**config.mk**
```make
export PLATFORM = sky130hd
export DESIGN_NAME = fu_sequencer_flat
export DESIGN_NICKNAME = d
export VERILOG_FILES = /design/src/rtl/fu_sequencer_if.sv /design/src/rtl/fu_sequencer.sv /design/src/flat_wrapper.sv
export SDC_FILE = /design/constraint.sdc
export NUM_CORES = 1
export LEC_CHECK = 0
export CELL_PAD_IN_SITES_DETAIL_PLACEMENT = 1
export CELL_PAD_IN_SITES_GLOBAL_PLACEMENT = 1
export CORE_MARGIN = 4
export CORE_UTILIZATION = 23
export DETAILED_ROUTE_END_ITERATION = 8
export PLACE_DENSITY_LB_ADDON = 0.1
export SYNTH_ARGS = -nofsm -noshare
export SYNTH_HDL_FRONTEND = slang
export SYNTH_SLANG_ARGS = --single-unit
```
**constraint.sdc**
```tcl
create_clock -name clk -period 3.25 [get_ports clk]
set_input_delay 0.4875 -clock clk [delete_from_list [all_inputs] [get_ports clk]]
set_output_delay 0.4875 -clock clk [all_outputs]
set_load 0.02 [all_outputs]
```
**src/rtl/fu_sequencer_if.sv**
```systemverilog
// -----------------------------------------------------------------------------
// fu_sequencer_if
//   Bus bundle between the sequencer, its synchronous instruction memory and
//   the func_unit lane it drives.
//
//   Parameters
//     PC_W        instruction address width
//   Signals
//     imem_rd_en  instruction memory read strobe
//     imem_addr   instruction memory address
//     imem_rdata  instruction word, valid the cycle after imem_rd_en
//     fu_type     -> type_instruction (3'b111 = RETURN / bubble)
//     fu_rs1      -> regnum_1
//     fu_rs2      -> regnum_2
//     fu_rd       -> dest_reg
//     fu_shamt    -> shammt
//   Modports
//     master      sequencer side
//     slave       memory / functional-unit side
// -----------------------------------------------------------------------------
interface fu_sequencer_if #(
    parameter int PC_W = 8
);
    logic            imem_rd_en;
    logic [PC_W-1:0] imem_addr;
    logic [31:0]     imem_rdata;
    logic [2:0]      fu_type;
    logic [4:0]      fu_rs1;
    logic [4:0]      fu_rs2;
    logic [4:0]      fu_rd;
    logic [5:0]      fu_shamt;

    modport master (
        output imem_rd_en, imem_addr,
        output fu_type, fu_rs1, fu_rs2, fu_rd, fu_shamt,
        input  imem_rdata
    );

    modport slave (
        input  imem_rd_en, imem_addr,
        input  fu_type, fu_rs1, fu_rs2, fu_rd, fu_shamt,
        output imem_rdata
    );
endinterface

```
**src/rtl/fu_sequencer.sv**
```systemverilog
// -----------------------------------------------------------------------------
// fu_sequencer
//   Single-thread instruction sequencer for one func_unit lane. On start it
//   issues a register-file LOAD, then alternates FETCH / ISSUE over a
//   synchronous instruction memory until the first RETURN (3'b111) or until
//   the PC would run past the top of program space (sticky err, no wrap).
//   Between issues the fu_* outputs carry a bubble (type 3'b111, all fields 0)
//   so the unit never sees a spurious register write.
//
//   Ports
//     clk          rising-edge clock
//     rst          asynchronous-assert reset, active low
//     start        launch request, sampled only in IDLE
//     start_pc     first instruction address, captured with start
//     bus          fu_sequencer_if.master (imem read port + fu issue port)
//     busy         high from the cycle after an accepted start until DONE exits
//     done         one-cycle pulse on the DONE cycle
//     err          sticky PC-overflow flag, cleared by the next accepted start
//     pc           current fetch address
//
//   Optional feature (macro FU_SEQ_PERF_EN)
//     perf_cycles  cycles spent busy in the current/last run (saturating)
//     perf_instrs  ISSUE cycles in the current/last run, RETURN included
// -----------------------------------------------------------------------------
module fu_sequencer #(
    parameter int PC_W = 8
) (
    input  logic            clk,
    input  logic            rst,
    input  logic            start,
    input  logic [PC_W-1:0] start_pc,
    fu_sequencer_if.master  bus,
    output logic            busy,
    output logic            done,
    output logic            err,
    output logic [PC_W-1:0] pc
`ifdef FU_SEQ_PERF_EN
    ,
    output logic [31:0]     perf_cycles,
    output logic [31:0]     perf_instrs
`endif
);

    typedef enum logic [2:0] {
        S_IDLE,
        S_LOAD,
        S_FETCH,
        S_ISSUE,
        S_DONE
    } state_t;

    localparam logic [2:0] TYPE_LOAD = 3'b110;
    localparam logic [2:0] TYPE_RET  = 3'b111;

    state_t     state;
    logic [2:0] rd_type;

    assign rd_type       = bus.imem_rdata[31:29];
    assign bus.imem_addr = pc;

    // Issue port: bubble everywhere except LOAD and ISSUE. In ISSUE the word
    // read during FETCH is forwarded combinationally, so an async reset in
    // ISSUE drops straight back to the bubble.
    always_comb begin
        // NOTE: every output gets a default first so no path leaves one
        // unassigned, which would otherwise infer a latch.
        bus.fu_type  = TYPE_RET;
        bus.fu_rs1   = '0;
        bus.fu_rs2   = '0;
        bus.fu_rd    = '0;
        bus.fu_shamt = '0;
        case (state)
            S_LOAD: bus.fu_type = TYPE_LOAD;
            S_ISSUE: begin
                bus.fu_type  = rd_type;
                bus.fu_rs1   = bus.imem_rdata[28:24];
                bus.fu_rs2   = bus.imem_rdata[23:19];
                bus.fu_rd    = bus.imem_rdata[18:14];
                bus.fu_shamt = bus.imem_rdata[13:8];
            end
            default: ;
        endcase
    end

    // Control FSM with registered status outputs.
    always_ff @(posedge clk or negedge rst) begin
        if (!rst) begin
            state          <= S_IDLE;
            pc             <= '0;
            busy           <= 1'b0;
            done           <= 1'b0;
            err            <= 1'b0;
            bus.imem_rd_en <= 1'b0;
        end else begin
            // NOTE: non-blocking throughout, so every decision below sees
            // the pre-edge values of state, pc and friends.
            done           <= 1'b0;
            bus.imem_rd_en <= 1'b0;
            case (state)
                S_IDLE: begin
                    if (start) begin
                        pc    <= start_pc;
                        err   <= 1'b0;
                        busy  <= 1'b1;
                        state <= S_LOAD;
                    end
                end
                S_LOAD: begin
                    bus.imem_rd_en <= 1'b1;
                    state          <= S_FETCH;
                end
                S_FETCH: begin
                    state <= S_ISSUE;
                end
                S_ISSUE: begin
                    if (rd_type == TYPE_RET) begin
                        done  <= 1'b1;
                        state <= S_DONE;
                    end else if (pc == '1) begin
                        // Last word of program space was not a RETURN:
                        // flag it and stop rather than wrap to 0.
                        err   <= 1'b1;
                        done  <= 1'b1;
                        state <= S_DONE;
                    end else begin
                        pc             <= pc + 1'b1;
                        bus.imem_rd_en <= 1'b1;
                        state          <= S_FETCH;
                    end
                end
                S_DONE: begin
                    busy  <= 1'b0;
                    state <= S_IDLE;
                end
                default: begin
                    busy  <= 1'b0;
                    state <= S_IDLE;
                end
            endcase
        end
    end

`ifdef FU_SEQ_PERF_EN
    // Saturating run counters; cleared by an accepted start, frozen in IDLE.
    always_ff @(posedge clk or negedge rst) begin
        if (!rst) begin
            perf_cycles <= '0;
            perf_instrs <= '0;
        end else if (state == S_IDLE && start) begin
            perf_cycles <= '0;
            perf_instrs <= '0;
        end else begin
            if (busy && perf_cycles != '1)
                perf_cycles <= perf_cycles + 32'd1;
            if (state == S_ISSUE && perf_instrs != '1)
                perf_instrs <= perf_instrs + 32'd1;
        end
    end
`endif

endmodule

```
**src/flat_wrapper.sv**
```systemverilog
// flat-port wrapper written by rule: the top's interface ports become plain ports
module fu_sequencer_flat 
#(
    parameter int PC_W = 8
)
  (clk, rst, start, start_pc, busy, done, err, pc, bus_imem_rd_en, bus_imem_addr, bus_fu_type, bus_fu_rs1, bus_fu_rs2, bus_fu_rd, bus_fu_shamt, bus_imem_rdata);
  fu_sequencer_if #(.PC_W(PC_W)) bus_i ();
  input  logic clk;
  input  logic rst;
  input  logic start;
  input  logic [PC_W-1:0] start_pc;
  output logic busy;
  output logic done;
  output logic err;
  output logic [PC_W-1:0] pc;
  output wire logic [$bits(bus_i.imem_rd_en)-1:0] bus_imem_rd_en;
  output wire logic [$bits(bus_i.imem_addr)-1:0] bus_imem_addr;
  output wire logic [$bits(bus_i.fu_type)-1:0] bus_fu_type;
  output wire logic [$bits(bus_i.fu_rs1)-1:0] bus_fu_rs1;
  output wire logic [$bits(bus_i.fu_rs2)-1:0] bus_fu_rs2;
  output wire logic [$bits(bus_i.fu_rd)-1:0] bus_fu_rd;
  output wire logic [$bits(bus_i.fu_shamt)-1:0] bus_fu_shamt;
  input wire logic [$bits(bus_i.imem_rdata)-1:0] bus_imem_rdata;
  assign bus_imem_rd_en = bus_i.imem_rd_en;
  assign bus_imem_addr = bus_i.imem_addr;
  assign bus_fu_type = bus_i.fu_type;
  assign bus_fu_rs1 = bus_i.fu_rs1;
  assign bus_fu_rs2 = bus_i.fu_rs2;
  assign bus_fu_rd = bus_i.fu_rd;
  assign bus_fu_shamt = bus_i.fu_shamt;
  assign bus_i.imem_rdata = bus_imem_rdata;
  fu_sequencer #(.PC_W(PC_W)) u_core (.clk(clk), .rst(rst), .start(start), .start_pc(start_pc), .bus(bus_i), .busy(busy), .done(done), .err(err), .pc(pc));
endmodule
```
Word level (Yosys, flattened, before mapping)
Index checks and enable logic that the tools add are counted.
- multiplexer cells: 25
- reduce and logical (&&, ||, !) cells: 6
- add/subtract/negate cells: 1
- equal/unequal tests: 9
- bitwise operators: 1
- operators by type and width (cell ; number):
    $mux W8 ; 3
    $pmux W8 S2 ; 1
    $mux W5 ; 3
    $pmux W3 S4 ; 1
    $mux W1 ; 9
    $mux W3 ; 3
    $add A8 B1 Y8 const B ; 1
    $eq A8 B8 Y1 const B ; 1
    $reduce_and A4 Y1 ; 2
    $eq A3 B2 Y1 const B ; 2
    $mux W6 ; 1
    $ne A2 B2 Y1 const B ; 3
    $pmux W1 S2 ; 3
    $pmux W3 S2 ; 1
    $eq A3 B1 Y1 const B ; 1
    $eq A3 B3 Y1 const B ; 1
    $logic_not A3 Y1 ; 1
    $reduce_or A3 Y1 ; 1
    $ne A2 B1 Y1 const B ; 1
    $reduce_and A2 Y1 ; 1
    $reduce_bool A2 Y1 ; 1
    $not A1 Y1 ; 1
- output and inout port bits: 44
- register bits: 15
- input bits: 43

Longest topological paths before layout
Gate-level depths: netlist (run 1).
- depth in word-level cells: 4
- mapped depth: 6

Least setup slack after synthesis (run 1)
OpenSTA, ideal clock, no wires.
- path type: register -> output
- start: register u_core.state[2]
- end: output bus_fu_rd[0]
- cell stages (with the launch flop): 5
- path slack: 1.477 ns
- data required time: 2.762 ns
- data arrival time: 1.286 ns
- cell sequence: dfrtp_1 -> and3b_1 -> buf_2 -> clkbuf_1 -> and2_1
- longest elaborated chain between the ends: 2
- ends and longest elaborated chain (item ; line ; RTL):
    from (decl) ; fu_sequencer.sv:55 ; state_t state;
    from (signal assigned) ; fu_sequencer.sv:88 ; state <= S_IDLE;
    from (signal assigned) ; fu_sequencer.sv:105 ; state <= S_LOAD;
    from (signal assigned) ; fu_sequencer.sv:110 ; state <= S_FETCH;
    $eq A3 B2 Y1 ; fu_sequencer.sv:72 ; case (state)
    $mux W5 ; fu_sequencer.sv:72 ;
    to (decl) ; flat_wrapper.sv:21 ; output wire logic [$bits(bus_i.fu_rd)-1:0] bus_fu_rd;
Every way passes these cells.

Final worst setup path (run 1)
- start: register u_core.state[2]
- end: output bus_fu_shamt[0]
- longest elaborated chain between the ends: 2
- ends and longest elaborated chain (item ; line ; RTL):
    $eq A3 B2 Y1 ; fu_sequencer.sv:72 ;
    $mux W6 ; fu_sequencer.sv:72 ;
    to (decl) ; flat_wrapper.sv:22 ; output wire logic [$bits(bus_i.fu_shamt)-1:0] bus_fu_shamt;
Every way passes these cells.

==> results of run 1 <==
==> final cells by class <==
| class | count | area (µm²) |
|---|---|---|
| fill | 501 | 2530 |
| tap | 52 | 65.1 |
| inverter | 2 | 7.51 |
| sequential | 15 | 375 |
| multi-input combinational | 89 | 568 |
| clock buffer | 4 | 45.0 |
| timing repair buffer | 79 | 788 |
==> where the power goes <==
group          internal, W  switching, W
combinational     0.000595      0.000644
sequential        0.000269      0.000114
clock            0.0000869     0.0000703
==> logic make-up (layout without fill, tap and decap cells) <==
family                     after synthesis  count (layout)
and+or+nand+nor                         56              56
AOI/OAI and AO/OA                       31              31
adders and majority gates                1               1
muxes                                    1               1
DFF                                     15              15
buffers and inverters                   16              85
==> critical path, delay by kind of cell (launching register included) <==
kind | cells | cell delay (ps)
flops | 1 | 460
simple gates | 2 | 900
buf+inv | 1 | 620
==> cell usage after synthesis <==
master      n
nand3_1     8
a21boi_0    2
nand2b_1    2
or4b_4      1
clkbuf_1    2
o211ai_1    1
nor2_1      5
a2bb2oi_2   1
o2bb2a_1    2
nor3_1      2
or2_2       1
dfrtp_1    15
o21ai_0     5
a22oi_1     1
nor3b_1     1
mux2i_1     1
a21oi_1     7
a211oi_1    1
o21ai_1     1
and4_1      1
buf_2       2
nand3b_1    2
and3_1      1
and3b_1     1
and2_1     22
a21oi_2     1
nand2_1     7
o211ai_2    1
ha_1        1
o2bb2a_2    1
o22ai_1     4
buf_6       2
nand2_4     1
o22a_1      1
nand4_1     1
buf_4       8
inv_1       2
a31oi_1     2
==> worst paths after layout <==
kind | startpoint | end | slack, ps | depth (start not counted)
setup / recovery | u_core.state[2] | bus_fu_shamt[0] | 530 | 3
hold / removal | u_core.err | u_core.err | 490 | 2
setup reg to reg | u_core.state[2] | u_core.bus.imem_addr[3] | 890 | 5
hold reg to reg | u_core.err | u_core.err | 490 | 2
max in group asynchronous | rst | u_core.bus.imem_addr[3] | 2100 | 1
min in group asynchronous | rst | u_core.bus.imem_rd_en | 680 | 1
==> flip-flops by register name, summed over array words and instances, names as in the netlist <==
| register | cells |
|---|---|
| u_core.busy | 1 |
| u_core.bus.imem_rd_en | 1 |
| u_core.done | 1 |
| u_core.err | 1 |
| u_core.bus.imem_addr | 8 |
| u_core.state | 3 |
==> stage by stage <==
| step | cells | hold slack (ps) | worst slack [ps] | power (W) |
|---|---|---|---|---|
| after detailed placement | 237 | 476 | 777 | 0.00164 |
| after CTS | 241 | 491 | 500 | 0.00180 |
| after floorplan | 120 | 192 | 1480 | 0.00113 |
| final | 241 | 486 | 534 | 0.00178 |
| after global routing | 241 | 505 | 351 | 0.00192 |
| after global placement | 237 | 473 | 809 | 0.00161 |
==> layer usage <==
metal	global-route usage [%]	routed length [µm]	vias up	share of wire [%]
li1	-	-	555	-
met1	15.5	1500	521	40
met2	21.4	1690	62	45
met3	6.86	514	4	14
met4	5.24	48	0	1.3
met5	0	0	-	0
==> Implementation_results.wiki, run 1 <==
{| class="wikitable"
! Metric !! Value
|-
| Hold Fails Final Rpt || 0
|-
| Worst-skew pair later-pin latency || 250 ps
|-
| Biggest cell delay along the critical path || 680 ps
|-
| Worst max-slew margin expressed relative to the limit || 49.7%
|-
| Post-layout min period || 2720 ps
|-
| Total number of vias || roughly 1100
|-
| Critical Path Source Type || flip-flop
|-
| Port Buffer Count || 78
|-
| Category of the most critical setup path || flip-flop to primary output
|-
| Post-cts repair resize count || 0
|-
| Basic-gate share of the synthesized area counting and, or, nand and nor cells || between 30 and 40%
|-
| Largest family of logic cells by synthesized area || simple AND/OR/NAND/NOR gates
|-
| Transition at the pin with the smallest max-transition slack || 753 ps
|-
| RSZ-0062 raised after global routing || false
|-
| Clock skew after layout || 1.15 ps
|-
| Share of post-route cells with drive strength above 1 || between 5 and 6%
|-
| Area of all placed cells without fillers || 0.00185 mm²
|-
| Post-DP HPWL || 2940 µm
|-
| Warning count from the yosys run || 0
|-
| Total Die Area || approximately 0.0057 mm²
|-
| Net Count, Synth || ~160
|-
| Largest area contributor in the netlist || dfrtp_1
|-
| I/O pin total || 87
|-
| Clock transition at the registers of the reported paths || 70 ps
|-
| Antenna viol nets, final || 0
|-
| Overall global routing resource usage || 13.5%
|-
| Fraction of synthesized cell area in xor and xnor cells || 0%
|-
| Number of DRC markers after the initial detailed-route iteration || 39
|-
| Adder-cell share of the synthesized area || 1.19%
|-
| Summed instance area of the synthesized netlist || 0.00105 mm²
|-
| Placeable core region || 0.00438 mm²
|-
| Critical-path top delay cell || and3b_1
|-
| Syn_area_per_cell || around 9 µm²
|-
| Clock root buffer master || clkbuf_8
|-
| Mux cell area share after synthesis || less than 1%
|-
| Clock tree from TritonCTS || yes
|-
| # clock sinks || 15
|-
| Min-delay worst type || flip-flop to flip-flop
|-
| Average wire per cell in the routed design || around 16 µm
|-
| Ratio of final minimum period to clock period || 83.6%
|-
| Die span in y || around 76 µm
|-
| Count of antenna diodes in the layout || 0
|-
| Final setup fails || 0
|-
| Inserted Clock Buffers || 3
|-
| Peak supply drop || 268 µV
|-
| Count of distinct cell types in the synthesized netlist || 38
|-
| Routed Wire Length || 3750 µm
|-
| Commonest cells after routing, fill and taps aside || clkdlybuf4s50_1 (78), and2_1 (22), dfrtp_1 (15), nand3_1 (8)
|-
| Part of the Yosys area used for sequential elements || 35.7%
|-
| Number of hold buffers added after CTS || 0
|-
| Max FO, Critical Path || 25
|-
| Flip-flop and latch count after synthesis || 15
|-
| Cell area power density || 962 mW/mm²
|-
| Max Buffers Root-to-Sink || 2
|-
| Setup Buffers After CTS || 0
|-
| Total count of max-transition violations in the final report || 0
|-
| Yosys top cell area share || 35.7%
|-
| Dominant cells by area after synthesis || dfrtp_1 (36%), and2_1 (13%), buf_4 (5.7%)
|-
| Fraction of the mapped netlist area in compound gates || 20.6%
|-
| Critical path arrival || 2230 ps
|-
| Layout overhead on the synthesized area || 76.0%
|-
| Core Util, Final || between 40% and 50%
|-
| Max-cap violations || 0
|-
| Global-route wire length before repair || ~5900 µm
|-
| CP cell instances || and3b_1, and2_1, clkdlybuf4s50_1
|-
| Total congestion overflow after global routing || 0
|-
| Number of global-route vias before repair || 1263
|-
| Commonest non-fill, non-tap cell in the layout || clkdlybuf4s50_1
|-
| Standard cell area after detailed placement || 0.00180 mm²
|-
| Leakage component of the power || slightly above 0.7 nW
|-
| Fmax || 0.368 GHz
|-
| Via/cell ratio || 4.74
|-
| Pin count of the biggest net entering global routing || 26
|-
| Number of instances in the synthesized netlist || 120
|-
| Outcome || complete, no violations
|-
| CP required || 2760 ps
|-
| DRC viols || 0
|-
| Accumulated negative setup slack || 0 ps
|-
| First-pass DRT Iterations || 4
|-
| Initial cell density of the core || 24.0%
|-
| H-tree levels || 1
|-
| Setup crit end kind || primary output
|-
| RePlAce Congestion || 0.744
|-
| Die Width || roughly 76 µm
|-
| Row Count || 24
|-
| Count of nets after finishing || 234
|-
| Antenna violations before repair || 0
|}
No activity file was read; power rests on OpenSTA's default activity.
==> inputs of run 2 (changes only) <==
Settings changed: CORE_UTILIZATION 23 to 21.
Clock period 3.25 ns to 2.6 ns, I/O delays scaled along.
==> Implementation_results.wiki, run 2 (same netlist as run 1, synthesis figures left out) <==
{| class="wikitable"
! Metric !! Value
|-
| Row Count || 25
|-
| Max reg flops || 8
|-
| Average wire per cell in the routed design || 15.2 µm
|-
| Accumulated negative setup slack || 0 ps
|-
| Total number of vias || 1154
|-
| Total Die Area || 0.00620 mm²
|-
| Commonest cells after routing, fill and taps aside || clkdlybuf4s50_1 (78), and2_1 (22), dfrtp_1 (15), nand3_1 (8)
|-
| Cell area power density || between 1000 and 1500 mW/mm²
|-
| Total congestion overflow after global routing || 0
|-
| Clock root buffer master || clkbuf_8
|-
| Die Width || 78.7 µm
|-
| Die span in y || 78.7 µm
|-
| Launch point of the worst hold path || u_core.err
|-
| Port Buffer Count || 78
|-
| Peak supply drop || 378 µV
|-
| I/O pin total || 87
|-
| Setup crit end kind || primary output
|-
| Number of filler instances in the final layout || 560
|-
| Fmax || 0.417 GHz
|-
| Category of the most critical setup path || flip-flop to primary output
|-
| Number of global-route vias before repair || ~1300
|-
| Max Buffers Root-to-Sink || 2
|-
| # clock sinks || 15
|-
| Worst slack at placement || between 150 and 200 ps
|-
| Max FO, Critical Path || 24
|-
| RePlAce Congestion || between 0.7 and 0.8
|-
| Commonest non-fill, non-tap cell in the layout || clkdlybuf4s50_1
|-
| Placeable core region || 0.00479 mm²
|-
| Share of post-route cells with drive strength above 1 || 6.35%
|-
| Count of antenna diodes in the layout || 0
|-
| Worst-skew pair later-pin latency || 250 ps
|-
| Worst hold slack across all endpoints || between 400 and 500 ps
|-
| Clock tree from TritonCTS || yes
|-
| Initial cell density of the core || about 22%
|-
| Pin count of the biggest net entering global routing || 25
|-
| Number of DRC markers after the initial detailed-route iteration || 52
|-
| Post-layout min period || 2400 ps
|-
| CP required || 2210 ps
|-
| Layout overhead on the synthesized area || 77.9%
|-
| Antenna viol nets, final || 0
|-
| Clock transition at the registers of the reported paths || around 60 ps
|-
| Critical path arrival || 2010 ps
|-
| Leakage component of the power || 0.716 nW
|-
| Hold Fails Final Rpt || 0
|-
| Overall global routing resource usage || 12.8%
|-
| Core Util, Final || about two fifths
|-
| DRC viols || 0
|-
| Global-route wire length before repair || 6260 µm
|-
| Overall Power || around 0.0022 W
|-
| Clock skew after layout || 3.40 ps
|-
| Via/cell ratio || 4.51
|-
| Critical Path Source Type || flip-flop
|-
| Ratio of final minimum period to clock period || roughly 92%
|-
| Critical R2R Launch || u_core.state[2]
|-
| Transition at the pin with the smallest max-transition slack || 759 ps
|-
| Outcome || complete, no violations
|-
| Post-DP HPWL || 3040 µm
|-
| H-tree levels || 1
|-
| Inserted Clock Buffers || 3
|-
| RSZ-0062 raised after global routing || false
|-
| Worst max-slew margin expressed relative to the limit || 49.3%
|-
| First-pass DRT Iterations || 4
|-
| Routed Wire Length || 3890 µm
|-
| Setup Buffers After CTS || 0
|-
| Min-delay worst type || flip-flop to flip-flop
|-
| Count of nets after finishing || 234
|-
| Final setup fails || 0
|-
| Total count of max-transition violations in the final report || 0
|-
| Beginning of the critical path || u_core.state[2]
|-
| Worst Slack Setup Final || 202 ps
|-
| Max-cap violations || 0
|-
| Antenna violations before repair || 0
|}
run 2: cell count changes in the layout (fill, tap and decap cells not counted):
cell / before / now
and3b_2: 0 / 1
and3b_1: 1 / 0
run 2: where the power goes:
part	internal, W	switching [W]
registers	0.000337	0.000143
logic	0.000745	0.000807
clock network	0.000109	0.0000838
total	0.00119	0.00103
run 2: repair_timing:
| action | 4_1_cts | 5_1_grt |
|---|---|---|
| setup endpoints to repair | 21 | 0 |
| hold buffers | 0 | 0 |
| gates resized for setup | 1 | 0 |
run 2: area by class of cell:
type / instances / area [µm²] / area share, %
multi-input combinational: 89 / 569 / 30.5
sequential: 15 / 375 / 20.1
timing repair buffer: 79 / 788 / 42.2
clock buffer: 4 / 45.0 / 2.41
tap: 67 / 83.8 / 4.48
inverter: 2 / 7.51 / 0.402
run 2: path summary, 6_finish.rpt:
| kind | to | slack (ps) | cells after the start |
|---|---|---|---|
| worst min-delay path | u_core.err | 490 | 2 |
| worst min register to register | u_core.err | 490 | 2 |
| max in group asynchronous | u_core.bus.imem_rd_en | 1540 | 1 |
| worst max-delay path | bus_fu_rs1[1] | 200 | 3 |
| min in group asynchronous | u_core.bus.imem_addr[7] | 590 | 1 |
| worst max register to register | u_core.bus.imem_addr[3] | 490 | 5 |
run 2: per-stage QoR:
stage                     cell area [µm²]  std cells
final                                1870        256
after global routing                 1870        256
after CTS                            1870        256
after detailed placement             1820        252
after global placement               1820        252
after floorplan                      1050        120
run 2: worst max-delay path, cell delays in order, from the launching register on:
cell and delay, ps:
dfrtp_1 450, and3b_2 490, and2_1 200, clkdlybuf4s50_1 620
run 2: per-layer routing:
layer / up-vias / global-route usage [%] / routed length (µm)
met5: - / 0 / 0
met4: 0 / 4.20 / 53
met3: 5 / 5.90 / 445
met2: 62 / 20.7 / 1760
met1: 531 / 15.0 / 1630
li1: 556 / - / -
==> inputs of run 3 (changes only) <==
Settings changed: GPL_TIMING_DRIVEN from default to 1.
==> results of run 3 <==
No change in the layout: final DEF, timing and power equal those of run 2.
==> RTL change, RTL diff (flow settings as in run 3) <==
Register the input `start_pc` before use, cleared by the reset. The logic sees it one clock later. The other inputs are not delayed to match.
--- a/src/rtl/fu_sequencer.sv
+++ b/src/rtl/fu_sequencer.sv
@@ -52,6 +52,16 @@
     localparam logic [2:0] TYPE_LOAD = 3'b110;
     localparam logic [2:0] TYPE_RET  = 3'b111;
 
+    logic [PC_W-1:0] start_pc_q;
+
+    always_ff @(posedge clk or negedge rst) begin
+        if (!rst) begin
+            start_pc_q <= '0;
+        end else begin
+            start_pc_q <= start_pc;
+        end
+    end
+
     state_t     state;
     logic [2:0] rd_type;
 
@@ -99,7 +109,7 @@
             case (state)
                 S_IDLE: begin
                     if (start) begin
-                        pc    <= start_pc;
+                        pc    <= start_pc_q;
                         err   <= 1'b0;
                         busy  <= 1'b1;
                         state <= S_LOAD;
Behaviour: not the same (Yosys sat finds a counterexample within 4 cycles, from zero or initial values and one cycle with rst low).
==> RTL change against run 3 <==
Via count up 1.2%. Power increased by 1.3%. Wire length is 1.1% higher. Sequential share of layout area is 8.1 points higher. Design area increased by 9.2%. Worst setup slack got worse by 0.025 ns. Non-clock buffer count unchanged. Sequential cell count rose by 8. Area after synthesis grew 14%. Critical path type unchanged. Highest routed layer unchanged.
==> RTL change: results (changes against run 3) <==
Synthesis:
- The share of synthesized flip-flops with an asynchronous set or reset is 1.00 (unchanged).
- The post-synth net total is 162 (-1.2%).
- The per-instance average area after synthesis is 10.2 µm² (+16%).
- The count of unique library cells instantiated by Yosys is 32 (-16%).
- Counting instances in the post-synthesis netlist gives the leading cell types as 23 x and2_1, 23 x dfrtp_1, 9 x buf_4, 8 x a21oi_1.
- The sequential share of the synthesized area is 0.480 (+0.123).

Global route:
- The total global routing track utilization is 0.115 (-0.0134).
- The wire length of the first global-routing pass came to 6610 µm (+5.6%).
- The met1 track demand over resource is 0.138 (-0.0118).
- The met2 track demand over resource is 0.200 (-0.00742).
- The met3 capacity usage during global routing is 0.0385 (-0.0205).

Drt:
- The met2 wirelength from detailed routing is 1880 µm (+6.4%).
- The post-detailed-route via-to-cell ratio is 4.49 (-0.34%).
- The average wire length per cell after detail routing is 15.1 µm (-0.48%).
- The detailed-router iteration count before antenna repair was 3 (-1).
- The met1 wire length is 1730 µm (+6.0%).
- The met3 wire length was 319 µm (-28%).
- The routed wire length is 3930 µm (+1.1%).

Setup path:
- The cell with the biggest individual delay on the critical path is clkdlybuf4s50_1.
- The data arrival time of the critical path was 2.03 ns (+0.02 ns).
- The highest net fanout along the worst path is 30 (+25%).

Power and ir drop:
- The standby leakage power is 0.779 nW (+8.8%).
- The maximum vdd drop is 0.000392 V (+3.7%).

Final layout:
- The proportion of layout cells with a drive suffix above 1 is 0.0532 (-0.0103).
- The post-layout net count is 233 (-0.43%).

Status:
- The flow ran to the end, and the final reports show no timing, DRC or antenna violations.

Timing:
- The largest clock skew in the final design came to 0.000711 ns (-0.00269 ns).
- The worst slew margin relative to its limit is 0.661 (+0.169).

Hold path:
- The path class of the lowest-slack min-delay path is input port to async pin.

Clock tree:
- The clock transition at the registers of the reported paths was 0.08 ns (+0.02 ns).

Placement:
- The weighted congestion at the end of routability-driven global placement is 0.815 (+12%).
- The cell area after placement is 1990 µm² (+9.3%).
- The worst setup slack before clock tree synthesis is 0.371 ns (+0.179 ns).
- The detailed placer's ending HPWL is 3130 µm (+2.7%).
==> RTL change: cell count changes after synthesis, moves of 2 or more <==
cell	delta
o211ai_1	+2
nand3_1	-3
o2bb2a_1	-2
nor4_1	+3
nand2_1	-5
a21boi_0	-2
dfrtp_1	+8
o311ai_0	+2
buf_6	-2
o22ai_1	-4
nor3_1	+2
==> RTL change: layout make-up <==
cell class	count	area, µm²
well taps	72	90.1
inverters	1	3.75
fillers	621	3460
flip-flops and latches	23	576
multi-input cells	81	538
clock inverters	1	5.00
clock buffers	3	41.3
repair buffers	79	788
==> RTL change: timing repair <==
| action | in CTS | in global routing |
|---|---|---|
| endpoints found under the setup margin | 0 | 13 |
| resized for setup | 0 | 1 |
| endpoints found under the hold margin | 0 | 0 |
==> RTL change: cell families after synthesis <==
family	after synthesis	share of synthesized area
and+or+nand+nor	51	0.262
AOI/OAI and AO/OA	28	0.166
DFF	23	0.480
buffers and inverters	14	0.0731
muxes	1	0.00835
adders and majority gates	1	0.0104
==> RTL change: final timing paths <==
kind                                               from                 endpoint  slack (ns)  depth (start not counted)
worst max-delay path                    u_core.state[2]             bus_fu_rd[1]        0.18                          3
worst min-delay path                                rst  u_core.bus.imem_addr[3]        0.48                          2
worst max register to register  u_core.bus.imem_addr[0]  u_core.bus.imem_addr[3]        0.84                          5
worst min register to register               u_core.err               u_core.err        0.50                          1
max in group asynchronous                           rst              u_core.busy        1.88                          2
min in group clk                             u_core.err               u_core.err        0.50                          1
==> RTL change: report_power, final <==
group	internal, W	leakage [nW]	switching [W]
Clock	0.000107	0.0255	0.000115
Combinational	0.000674	0.482	0.000750
Sequential	0.000460	0.271	0.000148
